## src/rtl/mux4_rr_sched_if.sv

```systemverilog
// Request/grant/data bundle between four requesters and the round-robin mux scheduler.
// The master side drives requests and data; the slave side is the scheduler.
interface mux4_rr_sched_if;
    logic [3:0] req;
    logic [3:0] din;
    logic [3:0] gnt;
    logic [1:0] sel;
    logic       busy;
    logic       dout;
    logic       dout_valid;

    modport master (
        output req, din,
        input  gnt, sel, busy, dout, dout_valid
    );

    modport slave (
        input  req, din,
        output gnt, sel, busy, dout, dout_valid
    );
endinterface

```

## src/rtl/mux4_rr_sched.sv

```systemverilog
// Round-robin scheduler for a shared 4:1 single-bit mux: limits grant tenure to MAX_HOLD
// cycles, drives the mux select and registers the selected data bit with a valid flag.
module mux4_rr_sched #(
    parameter int MAX_HOLD = 4,
    parameter int CNT_W    = 4
) (
    input  logic             clk,
    input  logic             rst_n,
    mux4_rr_sched_if.slave   bus
);

    typedef enum logic {IDLE, GRANT} state_t;

    state_t           r_state, w_nextState;
    logic [3:0]       r_gnt, w_nextGnt;
    logic [1:0]       r_sel, w_nextSel;
    logic [1:0]       r_ptr, w_nextPtr;
    logic [CNT_W-1:0] r_holdCnt, w_nextHold;
    logic             r_dout, r_doutValid;

    logic [1:0]       w_base;
    logic [2:0]       w_search;
    logic             w_found;
    logic [1:0]       w_win;
    logic             w_release;

    // Returns {found, index}: the first requester at or after base+1, wrapping mod 4.
    function automatic logic [2:0] findWinner(input logic [3:0] r, input logic [1:0] base);
        logic [1:0] idx;
        logic [2:0] res;
        res = 3'b000;
        for (int k = 1; k < 5; k++) begin
            idx = base + 2'(k);
            if (!res[2] && r[idx] == 1'b1) begin
                res = {1'b1, idx};
            end
        end
        return res;
    endfunction

    assign w_base   = (r_state == GRANT) ? r_sel : r_ptr;
    assign w_search = findWinner(bus.req, w_base);
    assign w_found  = w_search[2];
    assign w_win    = w_search[1:0];

    always_comb begin
        w_nextState = r_state;
        w_nextGnt   = r_gnt;
        w_nextSel   = r_sel;
        w_nextPtr   = r_ptr;
        w_nextHold  = r_holdCnt;
        w_release   = 1'b0;
        case (r_state)
            IDLE: begin
                w_nextGnt = 4'b0000;
                if (w_found) begin
                    w_nextState = GRANT;
                    w_nextGnt   = 4'b0001 << w_win;
                    w_nextSel   = w_win;
                    w_nextPtr   = w_win;
                    w_nextHold  = CNT_W'(1);
                end
            end
            GRANT: begin
                w_release = (bus.req[r_sel] != 1'b1) || (r_holdCnt == CNT_W'(MAX_HOLD));
                if (!w_release) begin
                    w_nextHold = r_holdCnt + CNT_W'(1);
                end else if (w_found) begin
                    // Search starts past the current holder, so it only wins when alone.
                    w_nextGnt  = 4'b0001 << w_win;
                    w_nextSel  = w_win;
                    w_nextPtr  = w_win;
                    w_nextHold = CNT_W'(1);
                end else begin
                    w_nextState = IDLE;
                    w_nextGnt   = 4'b0000;
                    w_nextHold  = '0;
                end
            end
            default: begin
                w_nextState = IDLE;
                w_nextGnt   = 4'b0000;
            end
        endcase
    end

    always_ff @(posedge clk or negedge rst_n) begin
        if (!rst_n) begin
            r_state   <= IDLE;
            r_gnt     <= 4'b0000;
            r_sel     <= 2'b00;
            r_ptr     <= 2'd3;
            r_holdCnt <= '0;
        end else begin
            r_state   <= w_nextState;
            r_gnt     <= w_nextGnt;
            r_sel     <= w_nextSel;
            r_ptr     <= w_nextPtr;
            r_holdCnt <= w_nextHold;
        end
    end

    // Data is captured from the select that was active during the cycle just ending.
    always_ff @(posedge clk or negedge rst_n) begin
        if (!rst_n) begin
            r_dout      <= 1'b0;
            r_doutValid <= 1'b0;
        end else if (r_state == GRANT) begin
            r_dout      <= bus.din[r_sel];
            r_doutValid <= 1'b1;
        end else begin
            r_dout      <= 1'b0;
            r_doutValid <= 1'b0;
        end
    end

    assign bus.gnt        = r_gnt;
    assign bus.sel        = r_sel;
    assign bus.busy       = (r_state == GRANT);
    assign bus.dout       = r_dout;
    assign bus.dout_valid = r_doutValid;

endmodule

```

## src/flat_wrapper.sv

```systemverilog
// flat-port wrapper written by rule: the top's interface ports become plain ports
module mux4_rr_sched_flat 
#(
    parameter int MAX_HOLD = 4,
    parameter int CNT_W    = 4
)
  (clk, rst_n, bus_req, bus_din, bus_gnt, bus_sel, bus_busy, bus_dout, bus_dout_valid);
  mux4_rr_sched_if bus_i ();
  input  logic clk;
  input  logic rst_n;
  input wire logic [$bits(bus_i.req)-1:0] bus_req;
  input wire logic [$bits(bus_i.din)-1:0] bus_din;
  output wire logic [$bits(bus_i.gnt)-1:0] bus_gnt;
  output wire logic [$bits(bus_i.sel)-1:0] bus_sel;
  output wire logic [$bits(bus_i.busy)-1:0] bus_busy;
  output wire logic [$bits(bus_i.dout)-1:0] bus_dout;
  output wire logic [$bits(bus_i.dout_valid)-1:0] bus_dout_valid;
  assign bus_i.req = bus_req;
  assign bus_i.din = bus_din;
  assign bus_gnt = bus_i.gnt;
  assign bus_sel = bus_i.sel;
  assign bus_busy = bus_i.busy;
  assign bus_dout = bus_i.dout;
  assign bus_dout_valid = bus_i.dout_valid;
  mux4_rr_sched #(.MAX_HOLD(MAX_HOLD), .CNT_W(CNT_W)) u_core (.clk(clk), .rst_n(rst_n), .bus(bus_i));
endmodule
```

## config.mk

```make
export PLATFORM = sky130hd
export DESIGN_NAME = mux4_rr_sched_flat
export DESIGN_NICKNAME = d
export VERILOG_FILES = /design/src/rtl/mux4_rr_sched_if.sv /design/src/rtl/mux4_rr_sched.sv /design/src/flat_wrapper.sv
export SDC_FILE = /design/constraint.sdc
export NUM_CORES = 1
export LEC_CHECK = 0
export ABC_AREA = 1
export BUFFER_PORTS_ARGS = -buffer_cell sky130_fd_sc_hd__buf_2
export CAP_MARGIN = 20
export CELL_PAD_IN_SITES_DETAIL_PLACEMENT = 1
export CELL_PAD_IN_SITES_GLOBAL_PLACEMENT = 2
export CORE_MARGIN = 8
export CORE_UTILIZATION = 26
export DETAILED_ROUTE_END_ITERATION = 8
export PLACE_DENSITY = 0.85
export SYNTH_ARGS = -nofsm -noshare
export SYNTH_HDL_FRONTEND = slang
export SYNTH_SLANG_ARGS = --single-unit
```

## constraint.sdc

```tcl
create_clock -name clk -period 1.7 [get_ports clk]
set_input_delay 0.255 -clock clk [delete_from_list [all_inputs] [get_ports clk]]
set_output_delay 0.255 -clock clk [all_outputs]
set_load 0.05 [all_outputs]
```

# Word-level counts from Yosys, hierarchy flattened
# Index checks and enable logic that the tools add are counted.
# totals
register_bits,15
in_bits,10
# classes
addsub,4
order_cmp,5
n_eq_ne,3
shift,1
mux,35
bitwise,2
reduce_logical,7
# ops
op,count
$mux W4,4
$pmux W4 S2,2
$lt A2 B3 Y1 const B,5
$bmux W1 S2,6
$mux W3,4
$mux W1,11
$mux W2,5
$pmux W2 S2,2
$add A2 B2 Y2 const B,2
$add A4 B1 Y4 const B,1
$eq A4 B3 Y1 const B,1
$shl A1 B2 Y4 const A,1
$logic_and A1 B1 Y1,3
$logic_not A1 Y1,3
$add A2 B1 Y2 const B,1
$ne A2 B1 Y1 const B,1
$ne A2 B2 Y1 const B,1
$not A1 Y1,2
$pmux W1 S2,1
$logic_or A1 B1 Y1,1

# Logic depth before layout (Yosys ltp)
# depth
ltp_word,18
depth_mapped,14
mapped_depth_nobuf,14

# Worst setup path after synthesis
# Ideal clock, no wire load.
# synth_timing
kind,register to register
start,register u_core.r_state (netlist: u_core.bus.busy)
end,register u_core.r_sel[1] (netlist: u_core.bus.sel[1])
setup_ns,0.123
t_arrival_ns,1.809
required_time_ns,1.577
path_slack_ns,-0.231
path_stages_with_launch,14
synth_period_minus_slack_ns,1.931
cell_sequence,dfrtp_1 -> inv_2 -> nand2_1 -> nand2_2 -> nand2_1 -> nand2_1 -> nand2_1 -> nand2_2 -> nor2_4 -> nand2_2 -> nand2_2 -> inv_2 -> nand2_1 -> o21ai_1
# synth_via
elab_chain_len,17
# synth_rtl
item,line_no,rtl
from (decl),mux4_rr_sched.sv:14,"state_t r_state, w_nextState;"
from (signal assigned),mux4_rr_sched.sv:95,r_state <= w_nextState;
$mux W2,mux4_rr_sched.sv:41,assign w_base = (r_state == GRANT) ? r_sel : r_ptr;
$add A2 B1 Y2,mux4_rr_sched.sv:33,idx = base + 2'(k);
$bmux W1 S2,mux4_rr_sched.sv:34,if (!res[2] && r[idx] == 1'b1) begin
$mux W1 (not written as such),mux4_rr_sched.sv:34,
$mux W3,mux4_rr_sched.sv:34,
$logic_not A1 Y1,mux4_rr_sched.sv:34,
$logic_and A1 B1 Y1,mux4_rr_sched.sv:34,
$mux W3,mux4_rr_sched.sv:34,
$logic_not A1 Y1,mux4_rr_sched.sv:34,
$logic_and A1 B1 Y1,mux4_rr_sched.sv:34,
$mux W3,mux4_rr_sched.sv:34,
$logic_not A1 Y1,mux4_rr_sched.sv:34,
$logic_and A1 B1 Y1,mux4_rr_sched.sv:34,
$mux W3,mux4_rr_sched.sv:34,
$mux W2,"mux4_rr_sched.sv:56, mux4_rr_sched.sv:68",
$mux W2,mux4_rr_sched.sv:66,if (!w_release) begin
$pmux W2 S2,mux4_rr_sched.sv:53,case (r_state)
to (signal assigned),mux4_rr_sched.sv:97,r_sel <= w_nextSel;
to (decl),mux4_rr_sched.sv:16,"logic [1:0] r_sel, w_nextSel;"
# Several ways; a longest one is shown, not always the timed one. The select of a mux whose other input is x is not followed.
# A chain may end at the register's enable or synchronous reset.

# Worst setup path after layout
# Ends and elaborated chain as after synthesis.

==> results.md <==
- #FFs+latches synth: 15
- WL met2: 2054 µm
- Cts bufs inserted: 3
- Initial Util: 27.34%
- CP bufs+invs: 2
- Worst Path Required: 1840 ps
- Clock slew at reported path FFs: 60 ps
- Skew final: 1.345 ps
- Commonest non-fill, non-tap cell in the layout: nand2_1
- Synthesized Nets: 164
- PortBufs: 18
- WP data arrival: 1920 ps
- Met1 WL: 1478 µm
- Num ports: 19
- Async SR Flop Fraction: 100.0%
- Crit Path Class: reg -> reg
- Skew-Pair Late Insertion Delay: 250 ps
- WL/cell: 14.53 µm
- Worst hold slack: 259.8 ps
- Worst-margin pin slew: 332.1 ps
- Initial antenna violation count: 0
- H-Tree Depth: 1
- First-pass GRT wire length: 5644 µm
- HP Class: in -> reg
- Failing checks: negative setup slack
- Pin count of the biggest net entering global routing: 16
- Share of layout cells above drive strength 1: 53.96%
- YS warnings: 0
- Core area: 3716 µm²
- 1st-iter DRT viols: 36
- Top_reg_cell synth: dfrtp_1
- Crit-path max cell delay: 460 ps
- Period utilization: 104.6%
- Post-route ant nets: 0
- Max layer used: met4
- Die Ht: 78.51 µm
- TritonCTS clock tree: done
- Max cap viols: 0
- Max-slew headroom: 77.86%
- Final setup fails: 11
- Clk root buf: clkbuf_8
- Final nets: 215
- Tmin final: 1778 ps
- # rows: 22
- CP endpoint kind: flip-flop
- Outcome: complete, but fails checks
- Via density: 4.608
- Register area share after synthesis: 37.19%
- Synthesized area: 1016 µm²
- Gpl congestion: 0.8334
- Gate Count Post-Synth: 152
- Antenna Cells: 0
- Crit path cell chain: inv_4, nand2_4, nand2_8, nand2_4, nand2_4, nand2_2, nand2_2, nand2_2, nor2_4, nand2_4, nand2_4, inv_6, nand2_4, o21ai_2
- Final hold viol count: 0
- Final wirelength: 3632 µm
- Clock sinks: 15
- Synth-to-Final Area Change: 62.32%
- Max clock buf depth: 2
- Max Slew Vio Count: 0
- GR Util All Layers: 11.06%
- Crit path max fanout: 7
- Vias in the first global route: 1267
- Die Width: 78.51 µm
- RSZ-0062 raised after global routing: true
- DR vias: 1152
- Crit path max-delay cell type: dfrtp_2
- Synth cell types: 19
- Fmax: 562.3 MHz
- Pre-antenna DRT Iters: 5
- Avg Cell Area, Syn: 6.684 µm²
- Startpoint Class: flip-flop
- Post-synth EDFFs: 0
- Commonest non-fill, non-tap cells in the layout: nand2_1, buf_4, nand2_2, buf_2, nand2_4
- GR Overflow Total: 0
- R2r setup slk: -80 ps
- Met3 WL: 61 µm
- Fin worst setup slack: -78.49 ps
- Most used cell, CP: nand2_4
- Worst path top cell family by delay: simple AND/OR/NAND/NOR gates
- Util after Layout: 44.38%
- Hpwl dp: 2517 µm
- Drt drc: 0
- Full die area: 6164 µm²
-- worst paths after layout --
kind / start / to / depth (start not counted)
min in group asynchronous: rst_n / u_core.r_holdCnt[1]$_DFFE_PN0P_ / 2
min reg2reg: u_core.bus.gnt[2]$_DFFE_PN0N_ / u_core.bus.gnt[2]$_DFFE_PN0N_ / 2
max in group asynchronous: rst_n / u_core.r_ptr[0]$_DFFE_PN1P_ / 2
max: u_core.bus.busy$_DFF_PN0_ / u_core.bus.sel[1]$_DFFE_PN0P_ / 14
min: bus_din[1] / u_core.bus.dout$_DFF_PN0_ / 3
max reg2reg: u_core.bus.busy$_DFF_PN0_ / u_core.bus.sel[1]$_DFFE_PN0P_ / 14
-- registers in the layout, indices dropped and copies added (netlist names) --
| signal | flops |
|---|---|
| u_core.bus.busy | 1 |
| u_core.bus.dout | 1 |
| u_core.bus.dout_valid | 1 |
| u_core.bus.gnt | 4 |
| u_core.bus.sel | 2 |
| u_core.r_holdCnt | 4 |
| u_core.r_ptr | 2 |
-- final cells by class --
type	instances	area, µm²
Clock buffer	4	45.04
Fill cell	482	2067
Inverter	19	78.83
Multi-Input combinational cell	118	768.2
Sequential cell	15	381.6
Tap cell	48	60.06
Timing Repair Buffer	46	315.3
-- routing by layer --
layer | up-vias | GRT usage (%)
met5 | - | 0
met4 | 0 | 3.704
met3 | 5 | 1.139
met2 | 11 | 20.88
met1 | 551 | 12.51
li1 | 585 | -
-- timing repair --
item | CTS | global route
endpoints found under the setup margin | 12 | 12
hold buffers | 1 | 0
pin swaps | 6 | 14
setup buffers | 8 | 2
gates resized for setup | 29 | 33
endpoints found under the hold margin | 13 | 0
-- cell families (layout without fill, tap and decap cells) --
logic type | after synthesis | in the layout | synth area share (%)
AO/OA/AOI/OAI | 17 | 17 | 8.990
flip-flops | 15 | 15 | 37.19
adder cells (fa/ha/maj) | 2 | 2 | 2.463
XOR/XNOR | 2 | 2 | 1.724
buffers and inverters | 19 | 69 | 7.020
AND/OR/NAND/NOR | 97 | 97 | 42.61
-- Yosys cell counts, types with 2 or more instances --
library cell,count,area [µm²]
nand4_1,4,25.02
o21ai_0,7,35.03
dfrtp_1,13,325.3
o21ai_1,4,20.02
inv_2,3,11.26
nor2_1,8,30.03
nand2_2,10,62.56
a21oi_1,3,15.01
xor2_1,2,17.52
dfstp_2,2,52.55
nand2_1,58,217.7
ha_1,2,25.02
inv_1,16,60.06
nand3_1,15,75.07
-- worst register-to-register path: stages, from the launching register on --
cell and delay, ps:
dfrtp_2 460, inv_4 120, nand2_4 90, nand2_8 120, nand2_4 60, nand2_4 80, nand2_2 50, nand2_2 90
nand2_2 80, nor2_4 160, nand2_4 80, nand2_4 100, inv_6 50, nand2_4 70, o21ai_2 60
-- stage by stage --
stage	TNS, ps	setup slack (ps)	std cells	cell area [µm²]
6_report	-567.0	-78.49	250	1649
3_5_place_dp	-1014	-146.3	235	1318
5_1_grt	-1913	-181.9	250	1649
2_1_floorplan	-59.33	-32.76	152	1027
4_1_cts	-51.94	-17.59	248	1508
3_3_place_gp	-372.8	-68.14	235	1318
Power is not shown: default switching activity piles up to over one toggle a cycle in this logic, so the estimate is an artifact.
